## src/rtl/fib_demo_sequencer.sv

```systemverilog
// Control sequencer for the lab 2 demo datapath: drives register-file enables,
// read selects, ALU opcode and immediate so the datapath fills r0..r15 with Fibonacci numbers.
module fib_demo_sequencer #(
    parameter int          DATA_W   = 16,
    parameter int          NUM_REGS = 16,
    parameter int          TICK_DIV = 50000000,
    parameter logic [3:0]  OP_ADD   = 4'b0101,
    parameter logic [3:0]  OP_MOV   = 4'b1101
) (
    input  logic                clk,
    input  logic                rst,
    input  logic                run,
    output logic [NUM_REGS-1:0] regEnable,
    output logic [3:0]          ra_sel,
    output logic [3:0]          rb_sel,
    output logic [3:0]          alu_op,
    output logic [DATA_W-1:0]   imm,
    output logic                imm_sel,
    output logic [4:0]          step_count,
    output logic                done
);

    localparam int              CNT_W   = (TICK_DIV > 1) ? $clog2(TICK_DIV) : 1;
    localparam logic [CNT_W-1:0] CNT_MAX = CNT_W'(TICK_DIV - 1);

    typedef enum logic [2:0] {
        S_IDLE,
        S_INIT0,
        S_INIT1,
        S_COMP,
        S_DONE
    } state_t;

    state_t           state;
    logic [CNT_W-1:0] cnt;
    logic [3:0]       k;
    logic [3:0]       dest;
    logic             step_state;
    logic             terminal;

    assign step_state = (state == S_INIT0) || (state == S_INIT1) || (state == S_COMP);
    assign terminal   = step_state && run && (cnt == CNT_MAX);

    // NOTE: all state uses non-blocking assignments so every register samples pre-edge values.
    always_ff @(posedge clk) begin
        if (rst) begin
            state      <= S_IDLE;
            cnt        <= '0;
            k          <= 4'd2;
            step_count <= 5'd0;
            done       <= 1'b0;
        end else begin
            case (state)
                S_IDLE: begin
                    if (run) state <= S_INIT0;
                end
                S_INIT0, S_INIT1, S_COMP: begin
                    if (run) begin
                        if (cnt == CNT_MAX) begin
                            cnt <= '0;
                            if (step_count != 5'd16) step_count <= step_count + 5'd1;
                            if (state == S_INIT0) begin
                                state <= S_INIT1;
                            end else if (state == S_INIT1) begin
                                state <= S_COMP;
                                k     <= 4'd2;
                            end else if (k == 4'd15) begin
                                state <= S_DONE;
                                done  <= 1'b1;
                            end else begin
                                k <= k + 4'd1;
                            end
                        end else begin
                            cnt <= cnt + CNT_W'(1);
                        end
                    end
                end
                S_DONE: ;
                default: state <= S_IDLE;
            endcase
        end
    end

    // NOTE: every output gets a default first, so no path through the case can infer a latch.
    always_comb begin
        ra_sel  = 4'd0;
        rb_sel  = 4'd0;
        alu_op  = OP_ADD;
        imm     = '0;
        imm_sel = 1'b0;
        dest    = 4'd0;
        case (state)
            S_INIT0: begin
                imm_sel = 1'b1;
                alu_op  = OP_MOV;
                dest    = 4'd0;
            end
            S_INIT1: begin
                imm     = DATA_W'(1);
                imm_sel = 1'b1;
                alu_op  = OP_MOV;
                dest    = 4'd1;
            end
            S_COMP: begin
                ra_sel = k - 4'd1;
                rb_sel = k - 4'd2;
                dest   = k;
            end
            default: ;
        endcase
    end

    // A reset in a terminal-count cycle suppresses the write; the step is discarded anyway.
    assign regEnable = (terminal && !rst) ? (NUM_REGS'(1) << dest) : '0;

endmodule

```

## config.mk

```make
export PLATFORM = sky130hd
export DESIGN_NAME = fib_demo_sequencer
export DESIGN_NICKNAME = d
export VERILOG_FILES = /design/src/rtl/fib_demo_sequencer.sv
export SDC_FILE = /design/constraint.sdc
export NUM_CORES = 1
export LEC_CHECK = 0
export ABC_AREA = 1
export BUFFER_PORTS_ARGS = -buffer_cell sky130_fd_sc_hd__clkbuf_2
export CORE_MARGIN = 5
export CORE_UTILIZATION = 50
export DETAILED_ROUTE_END_ITERATION = 8
export GPL_TIMING_DRIVEN = 0
export PLACE_DENSITY = 0.85
export SKIP_LAST_GASP = 1
export SYNTH_ARGS = -nofsm -noshare
export SYNTH_HDL_FRONTEND = slang
export SYNTH_SLANG_ARGS = --single-unit
export TNS_END_PERCENT = 20
```

## constraint.sdc

```tcl
create_clock -name clk -period 1.75 [get_ports clk]
set_input_delay 0.2625 -clock clk [delete_from_list [all_inputs] [get_ports clk]]
set_output_delay 0.2625 -clock clk [all_outputs]
set_load 0.05 [all_outputs]
```

==> metrics.txt <==
via density per instance=4.969; WP data required=1.49 ns; final period demand of the worst path=2.396 ns; final hold violations=0; Avg Cell Area, Syn=6.406 µm²; clock group share of total power=0.233; post-route setup slack=-0.6457 ns; endpoint of the worst hold-timing path=cnt[6]$_SDFFE_PP0P_; Worst Max-Slew Pin Slew=0.5817 ns; Post-synth top cells=90 x nand2_1, 87 x nor2_1, 43 x inv_1, 39 x dfxtp_1, 30 x nand3_1; core area=5107 µm²; gr busiest metal=met2; Area growth syn-to-layout=29.82%; Worst-Skew Late Latency=0.29 ns; # hold bufs at CTS=0; Clock Pin Slew Worst Setup and Hold Paths=0.07 ns; Logic pwr share=0.363; switching power=0.0009837 W; Fin Hold WS=0.2535 ns; H-tree depth=2; Register-to-Register Path Depth=12; CP most frequent cell=nor2_4; status=complete, but fails checks; Clock Skews=0.007235 ns; Sw Share=0.4079; max_slew headroom=0.6107; Final Cycle Share=1.369; Num CTS Buffers=5; hold path cells=2; Post-Syn Area=2626 µm²; P_leak=1.458 nW; critical path class=flip-flop to output port; Critical Path End Type=output port; largest cells by area after synthesis=dfxtp_1 30%, nand2_1 13%, nor2_1 12%; internal power=0.001428 W; final setup vio count=39; top_reg_cell synth=dfxtp_1; GR Overflow Total=0; number of global-route vias before repair=2456; Wirelength per Cell=12.32 µm; GRT met1 Usage=0.2322; nature of the critical path startpoint=flip-flop; synth unique cells=37; clk sinks=39; number of core rows=26; yosys warns=0; CTS max path bufs=2; crit-path max FO=8; share of cells above drive strength 1=0.2579; reg2reg setup slack=-0.08 ns; Place WS=-0.4740 ns; hold wc startpoint=rst; post-synthesis async set-or-reset flop share=0; Peak VDD IR=0.4881 mV; CP Data Arrival Time=2.13 ns; M3 GR Usage=0.03579; number of synthesized flops with an enable pin=0; n_diodes=0; IO buf count=35; starting DRC count in detailed routing=166; initial core utilization=0.5142; Post-Route WL=6692 µm; Die Width=82.48 µm; Die H=82.48 µm; unrepaired setup endpoints after global routing=true; sequential power share=0.404; nets=485; Critical Path, Cell by Cell=ha_4 -> nand2_4 -> nor2_4 -> nand3_4 -> inv_2 -> nand2_2 -> nor2_4 -> nand2_2 -> nor2_4 -> o21ai_4 -> nor2_4 -> clkbuf_8; slowest stage delay, CP=0.35 ns; Final Util=0.6676; first-pass GRT wire length=10460 µm; P per Cell Area=707.3 nW/µm²; CTS tree=yes; fin. max-slew vios=0; RD Place Congestion=0.8772; fill count=417; violated checks=negative setup slack; # IOs=54; Via Count=2698; max-cap violation count=0; f_max=417.4 MHz; Remaining DRCs=0; Total GRT Usage=0.1941; most frequent cell after synthesis=nand2_1; largest area contributor in the netlist=dfxtp_1; clk root buf=clkbuf_8; DP Wirelength=4629 µm; ANT nets after route=0; Post-Syn Instances=410; Yosys reg bits=39; Worst Hold Class=primary input to flip-flop; largest net degree at the start of global routing=11; Tot Pwr=0.002412 W; Worst R2R Start=cnt[0]$_SDFFE_PP0P_; reg2reg end=cnt[12]$_SDFFE_PP0P_; initial antenna violation count=0; GR Util met2=0.3470; Slowest cell on crit path=dfxtp_2; DR pass1 iterations=4; Synth top area share=0.2973; post-synthesis sequential area ratio=0.2973; die area=6802 µm²
==> state kept, by name (all words and copies together), names as in the netlist <==
name        flops
state           3
done            1
cnt            26
step_count      5
k               4
==> per-layer routing <==
metal | vias to the layer above | share of wire
met1 | 1242 | 0.43
li1 | 1383 | -
met2 | 64 | 0.52
met4 | 0 | 0.013
met3 | 9 | 0.040
met5 | - | 0
==> what timing repair did <==
action | 4_1_cts | 5_1_grt
endpoints found under the setup margin | 24 | 58
pin swaps | 8 | 2
gates resized for setup | 37 | 17
setup buffers | 6 | 0
==> area by class of cell <==
cell class	instances	area (µm²)	area share
Clock buffer	6	72.57	0.02128
Timing Repair Buffer	41	347.8	0.1020
Buffer	25	170.2	0.04991
Tap cell	70	87.58	0.02569
Sequential cell	39	787.0	0.2308
Multi-Input combinational cell	315	1765	0.5178
Inverter	47	178.9	0.05248
==> worst max-delay path by stage <==
stage | from | end | slack (ns) | cells after the start
2_1_floorplan | cnt[1]$_SDFFE_PP0P_ | regEnable[0] | -0.24 | 11
3_3_place_gp | cnt[1]$_SDFFE_PP0P_ | regEnable[0] | -0.46 | 12
3_5_place_dp | cnt[1]$_SDFFE_PP0P_ | regEnable[0] | -0.47 | 12
4_1_cts | cnt[0]$_SDFFE_PP0P_ | regEnable[5] | -0.59 | 12
5_1_grt | cnt[0]$_SDFFE_PP0P_ | regEnable[5] | -0.72 | 12
6_report | cnt[0]$_SDFFE_PP0P_ | regEnable[5] | -0.65 | 12
==> worst max-delay path: cells and delay by family, from the launching register on <==
kind | cells | cell delay [ns]
buffers and inverters | 2 | 0.25
adders and majority gates | 1 | 0.15
and+or+nand+nor | 8 | 0.87
DFF | 1 | 0.35
AOI/OAI and AO/OA | 1 | 0.21
==> power groups by stage <==
stage	Clock (W)	Combinational, W	Sequential [W]
after floorplan	0	0.000687	0.000987
after global placement	0	0.000802	0.000992
after detailed placement	0	0.000827	0.000994
after CTS	0.000571	0.000859	0.000973
after global routing	0.000598	0.000941	0.000980
final	0.000563	0.000875	0.000974
==> kinds of logic after synthesis <==
family                     share of synthesized area
and+or+nand+nor                               0.4159
AOI/OAI and AO/OA                            0.07956
xor gates and xnor gates                     0.03335
DFF                                           0.2973
buffers and inverters                         0.1329
adders and majority gates                    0.03811
other                                       0.002860
==> cell usage in the layout, fill, tap and decap left out, types with 2 or more instances in the layout <==
master    Yosys  routed
nand2_1      90      87
nor2_1       87      67
inv_1        43      43
dfxtp_1      39      34
nand3_1      30      29
buf_4        19      25
nor2_4        3      23
a21oi_1      21      21
clkbuf_2      0      19
conb_1        2      18
buf_8         0      10
nand4_1       8       8
nor3_1        7       7
ha_1          8       7
clkbuf_8      0       7
xor2_1        6       6
nor2_2        5       5
nand2_2       4       5
dfxtp_2       0       5
buf_2         4       4
xnor2_1       4       4
clkbuf_4      0       4
inv_2         3       3
clkbuf_1      2       3
o21ai_0       3       3
o21a_1        3       3
a31oi_1       3       3
nand3_4       1       2
nor3b_1       2       2
==> through the flow <==
stage | cell area (µm²) | TNS [ns] | instances
floorplan | 2851 | -3.784 | 426
global placement | 3114 | -6.861 | 531
detailed placement | 3114 | -7.250 | 531
CTS | 3377 | -10.46 | 543
global route | 3410 | -18.47 | 543
finish | 3410 | -11.46 | 543
No activity file was read; power rests on OpenSTA's default activity.
